$ cat src/rtl/reg_bank_shadow.sv
// Register bank with a shadow/active copy per register, valid/ready access port,
// atomic commit of shadow to active, and per-register read-only status mirrors.
module reg_bank_shadow #(
   parameter int unsigned                  NUM_REGS    = 4,
   parameter int unsigned                  DATA_W      = 32,
   parameter int unsigned                  ADDR_W      = 6,
   parameter logic [NUM_REGS*DATA_W-1:0]   INIT_VALUES = '0,
   parameter logic [NUM_REGS-1:0]          RO_MASK     = '0
) (
   input  logic                         clk,
   input  logic                         reset_n,
   input  logic                         req_valid,
   output logic                         req_ready,
   input  logic                         req_write,
   input  logic [ADDR_W-1:0]            req_addr,
   input  logic [DATA_W-1:0]            req_wdata,
   input  logic [DATA_W/8-1:0]          req_wstrb,
   output logic                         rsp_valid,
   input  logic                         rsp_ready,
   output logic [DATA_W-1:0]            rsp_rdata,
   output logic                         rsp_err,
   input  logic                         commit,
   input  logic                         soft_clr,
   output logic                         commit_done,
   input  logic [NUM_REGS*DATA_W-1:0]   hw_status,
   output logic [NUM_REGS*DATA_W-1:0]   active_regs
);

   localparam int unsigned NB = DATA_W / 8;

   typedef enum logic {IDLE, RESP} state_t;

   state_t                       state;
   logic [NUM_REGS*DATA_W-1:0]   shadow;
   logic [NUM_REGS*DATA_W-1:0]   active;
   logic                         accept;
   logic [DATA_W-1:0]            rd_val;
   logic                         rd_err;
   logic [NUM_REGS-1:0]          wr_sel;

   assign active_regs = active;

   // Unmatched addresses fall through with rd_err still set.
   always_comb begin
      accept = req_valid && req_ready;
      rd_val = '0;
      rd_err = 1'b1;
      wr_sel = '0;
      for (int unsigned i = 0; i < NUM_REGS; i++) begin
         if (req_addr == ADDR_W'(i)) begin
            rd_err = req_write && RO_MASK[i];
            if (!req_write)
               rd_val = RO_MASK[i] ? hw_status[i*DATA_W +: DATA_W] : shadow[i*DATA_W +: DATA_W];
            wr_sel[i] = accept && req_write && !RO_MASK[i];
         end
      end
      if (soft_clr)
         rd_err = 1'b0;
   end

   always_ff @(posedge clk) begin
      if (!reset_n) begin
         state       <= IDLE;
         req_ready   <= 1'b1;
         rsp_valid   <= 1'b0;
         rsp_rdata   <= '0;
         rsp_err     <= 1'b0;
         commit_done <= 1'b0;
         shadow      <= INIT_VALUES;
         active      <= INIT_VALUES;
      end else begin
         commit_done <= commit && !soft_clr;

         // Commit reads shadow before this cycle's write lands, so a same-cycle
         // write is only visible in active after a later commit.
         for (int unsigned i = 0; i < NUM_REGS; i++) begin
            if (RO_MASK[i]) begin
               active[i*DATA_W +: DATA_W] <= hw_status[i*DATA_W +: DATA_W];
            end else if (soft_clr) begin
               shadow[i*DATA_W +: DATA_W] <= INIT_VALUES[i*DATA_W +: DATA_W];
               active[i*DATA_W +: DATA_W] <= INIT_VALUES[i*DATA_W +: DATA_W];
            end else begin
               if (commit)
                  active[i*DATA_W +: DATA_W] <= shadow[i*DATA_W +: DATA_W];
               if (wr_sel[i]) begin
                  for (int unsigned b = 0; b < NB; b++) begin
                     if (req_wstrb[b])
                        shadow[i*DATA_W + b*8 +: 8] <= req_wdata[b*8 +: 8];
                  end
               end
            end
         end

         case (state)
            IDLE: begin
               if (req_valid) begin
                  state     <= RESP;
                  req_ready <= 1'b0;
                  rsp_valid <= 1'b1;
                  rsp_rdata <= rd_err ? '0 : rd_val;
                  rsp_err   <= rd_err;
               end
            end
            RESP: begin
               if (rsp_ready) begin
                  state     <= IDLE;
                  req_ready <= 1'b1;
                  rsp_valid <= 1'b0;
               end
            end
            default: begin
               state     <= IDLE;
               req_ready <= 1'b1;
               rsp_valid <= 1'b0;
            end
         endcase
      end
   end

endmodule

$ cat config.mk
export PLATFORM = sky130hd
export DESIGN_NAME = reg_bank_shadow
export DESIGN_NICKNAME = d
export VERILOG_FILES = /design/src/rtl/reg_bank_shadow.sv
export SDC_FILE = /design/constraint.sdc
export NUM_CORES = 1
export LEC_CHECK = 0
export BUFFER_PORTS_ARGS = -buffer_cell sky130_fd_sc_hd__buf_4
export CAP_MARGIN = 20
export CORE_UTILIZATION = 46
export DETAILED_ROUTE_END_ITERATION = 6
export GPL_TIMING_DRIVEN = 0
export MAX_ROUTING_LAYER = met4
export PLACE_DENSITY = 0.73
export SLEW_MARGIN = 0
export SYNTH_ARGS = -nofsm -noshare
export SYNTH_HDL_FRONTEND = slang
export SYNTH_SLANG_ARGS = --single-unit
$ cat constraint.sdc
create_clock -name clk -period 1.8 [get_ports clk]
set_input_delay 0.18 -clock clk [delete_from_list [all_inputs] [get_ports clk]]
set_output_delay 0.18 -clock clk [all_outputs]
set_load 0.02 [all_outputs]
Yosys cells after proc, flatten, opt, wreduce, memory -nomap -nowiden. Index checks and enable logic that the tools add are counted.

Flip-flop bits (word level): 293. Logic and storage cells: 81. Latch bits: 0. Memories: 0. RAM bits: 0. Output and inout port bits: 164. Memory bits (read-only): 0.

Div/mod/pow operators: 0. Order comparisons: 0. $mul: 0. Multiplexer cells: 27. Shift-type cells: 0. $add $sub $neg: 0. Reductions and logical operators: 24. Eq/ne operators: 5. Bitwise gates (word level): 2.

Operators with widths (number): 2-to-1 mux 32 bit (9); AND reduction 2 bit (18); 2-to-1 mux 1 bit (15); equality test 6 x 2 -> 1 bit, second input constant (2); equality test 6 x 1 -> 1 bit, second input constant (1); logical NOT 6 bit (1); case mux 1 bit (2 select lines) (3); inequality test 2 bit, second input constant (2); logical AND 1 bit (3); NOT 1 bit (2); OR reduction 2 bit (1); logical NOT 1 bit (1).

Logic depth before layout (Yosys ltp). Gate-level depths: netlist (run 1).

Depth in word-level cells: 9. Mapped depth: 7. Mapped depth without buffers: 4.

Worst setup path before layout (run 1). No wires, ideal clock.

Path type: register to register. Start: reg req_ready. End: reg shadow[31]. Path slack: -0.090 ns. Buffers on the path: 1. Arrival: 1.762 ns. Library setup time: 0.128 ns. Stages on the path, launching flop included: 6. Cell sequence: dfxtp_1 -> nand4_1 -> or4_1 -> clkbuf_1 -> mux2i_1 -> nor2_1.

Cells in the longest elaborated chain, start to end: 4.

Ends and longest elaborated chain: start, declared (line 13) `output logic req_ready,`; start signal, assigned (line 64) `req_ready <= 1'b1;`; start signal, assigned (line 98) `req_ready <= 1'b0;`; start signal, assigned (line 107) `req_ready <= 1'b1;`; logical AND 1 bit (line 45) `accept = req_valid && req_ready;`; logical AND 1 bit (line 54) `wr_sel[i] = accept && req_write && !RO_MASK[i];`; 2-to-1 mux 1 bit (line 50) `if (req_addr == ADDR_W'(i)) begin`; AND reduction 2 bit (no source line); end signal, assigned by index (line 80) `shadow[i*DATA_W +: DATA_W] <= INIT_VALUES[i*DATA_W +: DATA_W];`; end signal, assigned by index (line 88) `shadow[i*DATA_W + b*8 +: 8] <= req_wdata[b*8 +: 8];`; end, declared (line 34) `logic [NUM_REGS*DATA_W-1:0] shadow;`.

No other way between the ends. A chain may end at the register's enable or synchronous reset.

Worst setup path after layout (run 1).
Start: in req_addr[1]. End: reg rsp_rdata[8].

Cells in the longest elaborated chain, start to end: 9.

Ends and longest elaborated chain: start, declared (line 15) `input logic [ADDR_W-1:0] req_addr,`; logical NOT 6 bit (line 50); 2-to-1 mux 32 bit (line 50); 2-to-1 mux 32 bit (line 52) `if (!req_write)`; 2-to-1 mux 32 bit (line 50); 2-to-1 mux 32 bit (line 52); 2-to-1 mux 32 bit (line 50); 2-to-1 mux 32 bit (line 52); 2-to-1 mux 32 bit (line 50); 2-to-1 mux 32 bit * (line 100) `rsp_rdata <= rd_err ? '0 : rd_val;`; end signal, assigned (line 100); end, declared (line 20) `output logic [DATA_W-1:0] rsp_rdata,`.

Mark *: on every way between the ends. The rest lies on a longest branch, timed or not.

==> run metrics, run 1 <==
final hold vios 0; fmax about 560 MHz; DR pass1 iterations 5; most frequent cells in the layout nor2_1, dfxtp_1, mux2i_1, buf_4, a21oi_1; sw power 0.00302 W; max-slew violations 0; Setup crit start kind input port; cells along the critical path clkbuf_1, clkbuf_2, clkbuf_1, a21oi_1, nor4_1, a21oi_1, o31ai_1; Iter 0 DRT Violations between 600 and 700; commonest non-fill, non-tap cell in the layout nor2_1; Core ar. about 24000 µm²; worst slack at placement -0.787 ns; Area after DPL between 10000 and 15000 µm²; vias in the first global route 9118; RD Place Congestion 0.853; status finished, final reports clean; peak supply drop 0.000659 V; Slew @ Worst Pin 0.888 ns; Port-buffer cells 210; Clock Path Buffers 3; sw frac between 20% and 30%; Hold WC Path Type in -> reg; number of synthesized register bits 293; share of layout cells above drive strength 1 between 20% and 30%; Worst setup startpoint req_addr[1]; global-route wire length before repair 51.7 mm; Buf/Inv on CP 3; Synth area leaders dfxtp_1, mux2i_1, nor2_1; Post-Syn Area 11300 µm²; Arr. time, crit path 2.23 ns; static leakage roughly 6.2 nW; Num CTS Buffers 30; sequential area share after synthesis 52.1%; Yosys cell types 24; clock slew at reported path FFs 0.06 ns; Avg WL per Cell 19.3 µm; final worst slack 0.0281 ns; DR DRC count 0; Post-DP HPWL ~24 mm; data required time of the critical path 2.26 ns; die outline area approximately 25000 µm²; filler cell count ~2k; RSZ-0062 raised after global routing no; cell area power density 897 nW/µm²; hold path start req_valid; GR Util All Layers 28.0%; Final ANT Viol Nets 0; Setup crit end kind flip-flop; syn nets 1335; Total Neg Setup Slack 0 ns; Root Driver clkbuf_16; die boundary height ~160 µm; Synth top area share 52.1%; leading area contributor after synthesis dfxtp_1; Clock power frac 45.1%; latest clock arrival within the worst-skew pair around 0.55 ns; Util after Layout roughly 62%; gr ovfl total 0; Setup-failing EPs final 0; Initial Util 47.4%; DR vias 9550; P&R area growth vs syn 31.5%; RR Startpoint req_ready; Top-Level Pins 341; initial antenna violation count 0; critical path's slowest cell clkbuf_1; htree depth 1; Hold WS 0.113 ns; Finished Cell Area 14800 µm²; clk sinks between 200 and 300; maxcap violations 0; Tcrit/Tclk final 98.4%; via/cell ratio 5.34; CP Max Fanout 10; delay-heaviest family, CP buffers and inverters; Die X 158 µm; Slew HR 40.8%; Setup Skew 0.0134 ns; Mapped Cells 1158; post-layout minimum cycle time between 1.5 and 2 ns; Final #Nets 1627; CTS tree built; register share of total power 49.0%; final WL 34.5 mm; Setup CP Type in -> reg; Rows 56; combinational share of power ~6%; Yosys Warn Count 0; synthesized area per cell 9.72 µm²; delay of the slowest critical-path stage between 0.4 and 0.5 ns; Pint 0.0103 W; largest net degree at the start of global routing 15
stage by stage:
stage	power [W]	instances
after floorplan	0.00702	1158
after global placement	0.00733	1687
after detailed placement	0.00733	1687
after CTS	0.0133	1777
after global routing	0.0136	1784
final	0.0133	1787
kinds of logic (layout without fill, tap and decap cells):
logic type,count (synthesis),count (layout),synth area share (%)
simple gates,420,420,16.6
buf+inv,86,393,3.23
other cells,0,3,0
flops,293,293,52.1
mux,256,256,22.8
compound gates,103,103,5.31
area by class of cell:
cell class / instances / area (µm²) / share of cell area (%)
Buffer: 83 / 388 / 2.62
Inverter: 1 / 3.75 / 0.0254
Clock buffer: 40 / 870 / 5.88
Clock inverter: 7 / 71.3 / 0.482
Antenna cell: 3 / 7.51 / 0.0507
Tap cell: 319 / 399 / 2.70
Timing Repair Buffer: 262 / 2130 / 14.4
Sequential cell: 293 / 5870 / 39.7
Multi-Input combinational cell: 779 / 5060 / 34.2
worst min-delay path, cell delays in order:
cell and delay, ns:
buf_4 0.15, nand2b_1 0.11, a21oi_1 0.08, nor2b_1 0.10
worst paths after layout:
check	depth (start not counted)	to	slack, ns
worst max-delay path	7	rsp_rdata[8]	0.03
worst min-delay path	4	rsp_err	0.11
worst max register to register	6	shadow[4]	0.09
worst min register to register	2	rsp_rdata[7]	0.46
power by group through the flow:
stage | Sequential (W) | Combinational (W) | Clock, W
after floorplan | 0.00665 | 0.000364 | 0
after global placement | 0.00665 | 0.000679 | 0
after detailed placement | 0.00665 | 0.000684 | 0
after CTS | 0.00651 | 0.000761 | 0.00603
after global routing | 0.00650 | 0.000823 | 0.00630
final | 0.00651 | 0.000780 | 0.00599
cells in the mapped netlist (all sizes together):
library cell and instances:
nand2b 4, mux2i 256, o31ai 32, nor2b 3, buf 22, or3 1, nand2 34, nor3 13
dfxtp 293, and2 1, nand4 4, clkbuf 63, o21ai 2, a21oi 68, or4 5, nor4 34
inv 1, nor2 321, o211ai 1
timing repair:
| action | in CTS | in global routing |
|---|---|---|
| pin swaps | 5 | 4 |
| gates resized for setup | 4 | 23 |
| hold endpoints to repair | 132 | 0 |
| endpoints found under the setup margin | 110 | 88 |
| buffers inserted | 8 | 8 |
| hold buffers | 36 | 0 |
metal layers:
metal	global-route usage, %	vias up	wire length, µm
li1	-	4545	-
met1	36.8	4545	15100
met2	45.1	388	16000
met3	3.08	72	2600
met4	8.75	0	752
met5	-	-	0
registers in the layout, indices dropped and copies added, names as in the netlist:
signal	count
req_ready	1
rsp_rdata	32
rsp_valid	1
active_regs	128
rsp_err	1
commit_done	1
shadow	128
state	1
No activity file was read; power rests on OpenSTA's default activity.
==> inputs of run 2 (changes only) <==
==> constraint.sdc (replaced) <==
create_clock -name clk -period 1.8 [get_ports clk]
set_input_delay 0.27 -clock clk [delete_from_list [all_inputs] [get_ports clk]]
set_output_delay 0.27 -clock clk [all_outputs]
set_load 0.02 [all_outputs]
==> run 2 against run 1 <==
Non-clock buffer count shrank 2. Flip-flop and latch count is the same. Fmax grew 2.5%. Combinational power is essentially flat. Sequential share of layout area shrank 0.66 points. Wire length grew 0.94%. Global-route usage grew 0.36 points. Worst hold slack lost 0.11 ns. Clock-buffer cell count grew 2. Design area grew 1.7%. Highest routed layer unchanged. Clock skew shrank 0.0055 ns. First-iteration DRC count shrank 7.1%.
==> run metrics, run 2 (same netlist as run 1, synthesis figures left out) <==
static leakage 6.34 nW; Slew @ Worst Pin 0.953 ns; CTS tree built; peak supply drop 0.000702 V; Final ANT Viol Nets 0; Arr. time, crit path 2.15 ns; Pint between 0.01 and 0.015 W; Tcrit/Tclk final between 90 and 100%; Clock power frac 48.0%; Avg WL per Cell between 15 and 20 µm; Rows 56; fmax 578 MHz; Iter 0 DRT Violations around 640; final WL 34.8 mm; gr ovfl total 0; vias in the first global route 9152; Initial Util 47.4%; final hold vios 0; Slew HR 36.5%; cells along the critical path nand4_1, buf_4, or4_1, buf_6, mux2i_1, nor2_1; die outline area 25100 µm²; htree depth 1; clock slew at reported path FFs 0.07 ns; GR Util All Layers 28.3%; clk sinks 293; DR pass1 iterations 5; Core ar. ~24000 µm²; die boundary height roughly 160 µm; post-layout minimum cycle time roughly 1.7 ns; delay of the slowest critical-path stage 0.50 ns; cell area power density 931 nW/µm²; Clock Path Buffers 3; largest net degree at the start of global routing 16; RD Place Congestion 0.873; commonest non-fill, non-tap cell in the layout nor2_1; most frequent cells in the layout nor2_1, dfxtp_1, mux2i_1, buf_4, a21oi_1; global-route wire length before repair 52.0 mm; RSZ-0062 raised after global routing no; CP Max Fanout 8; DR vias ~9.6k; Power, Total about 0.014 W; Post-DP HPWL 23.9 mm; combinational share of power 5.6%; Num CTS Buffers 30; max-slew violations 0; status finished, final reports clean; Root Driver clkbuf_16; Finished Cell Area roughly 15000 µm²; sw frac 22.6%; share of layout cells above drive strength 1 between 20% and 30%; maxcap violations 0; critical path's slowest cell or4_1; sw power 0.00316 W; Hold WC Path Type in -> reg; Setup Skew 0.00795 ns; Top-Level Pins ~340; data required time of the critical path ~2.2 ns; Area after DPL 13300 µm²; DR DRC count 0; P&R area growth vs syn 33.7%; latest clock arrival within the worst-skew pair 0.56 ns; via/cell ratio roughly 5.4; register share of total power between 40% and 50%; Setup CP Type reg -> reg; Setup-failing EPs final 0; Die X 158 µm; Setup crit end kind flip-flop; Final #Nets 1625; Port-buffer cells 210; initial antenna violation count 2; Setup crit start kind flip-flop
==> run 2: changes by cell type in the layout (fill, tap and decap cells not counted), moves of 3 or more <==
cell       delta
bufinv_16     +3
buf_12        +3
clkbuf_2      +3
clkbuf_1      -6
buf_4         -6
nor4_2       +10
clkbuf_8      +7
nor4_1       -10
==> run 2: power groups by stage <==
stage	logic [W]	clock network, W	registers [W]
floorplan	0.000373	0	0.00665
global placement	0.000689	0	0.00665
detailed placement	0.000693	0	0.00665
CTS	0.000764	0.00674	0.00651
global route	0.000825	0.00703	0.00650
finish	0.000783	0.00672	0.00651
==> run 2: final timing paths <==
path | start | end | slack, ns | depth (start not counted)
worst min-delay path | req_wdata[30] | shadow[94] | 0.006 | 3
worst min register to register | rsp_rdata[4] | rsp_rdata[4] | 0.46 | 2
worst max register to register | req_ready | shadow[5] | 0.07 | 6
worst max-delay path | req_ready | shadow[5] | 0.07 | 6
==> run 2: stage by stage <==
stage	setup TNS (ns)	worst slack (ns)	cells	utilization (%)	hold WS, ns
floorplan	-6.29	-0.131	1158	-	0.346
detailed placement	-109.39	-0.876	1687	56.2	0.443
finish	0	0.0713	1794	63.4	0.00613
CTS	-0.0134	-0.0134	1786	62.8	0.000692
global placement	-106.01	-0.848	1687	56.2	0.443
global route	0	0.0110	1793	63.4	0.0161
==> run 2: area by class of cell <==
cell class | count | area (µm²)
diodes | 3 | 7.51
plain buffers | 85 | 427
clock buffers | 42 | 906
clock inverters | 14 | 186
fillers | 1926 | 8700
inverters | 1 | 3.75
multi-input cells | 779 | 5120
flip-flops and latches | 293 | 5870
well taps | 319 | 399
repair buffers | 258 | 2130
==> run 2: repair_timing <==
item | CTS | global route
pin swaps | 10 | 5
hold endpoints to repair | 105 | 0
setup buffers | 9 | 5
setup endpoints to repair | 160 | 75
resized for setup | 4 | 27
hold buffers | 34 | 0
==> run 2: layer usage <==
metal	track usage [%]	up-vias	share of wire, %
met3	4.60	57	8.3
met1	37.5	4623	44
met5	-	-	0
met2	45.2	403	46
met4	6.64	0	2.0
li1	-	4531	-
==> run 2: worst max-delay path, delay by kind of cell, from the launching register on <==
kind | cells | cell delay [ns]
buffers and inverters | 2 | 0.36
multiplexers | 1 | 0.16
flip-flops | 1 | 0.41
AND/OR/NAND/NOR | 3 | 0.66
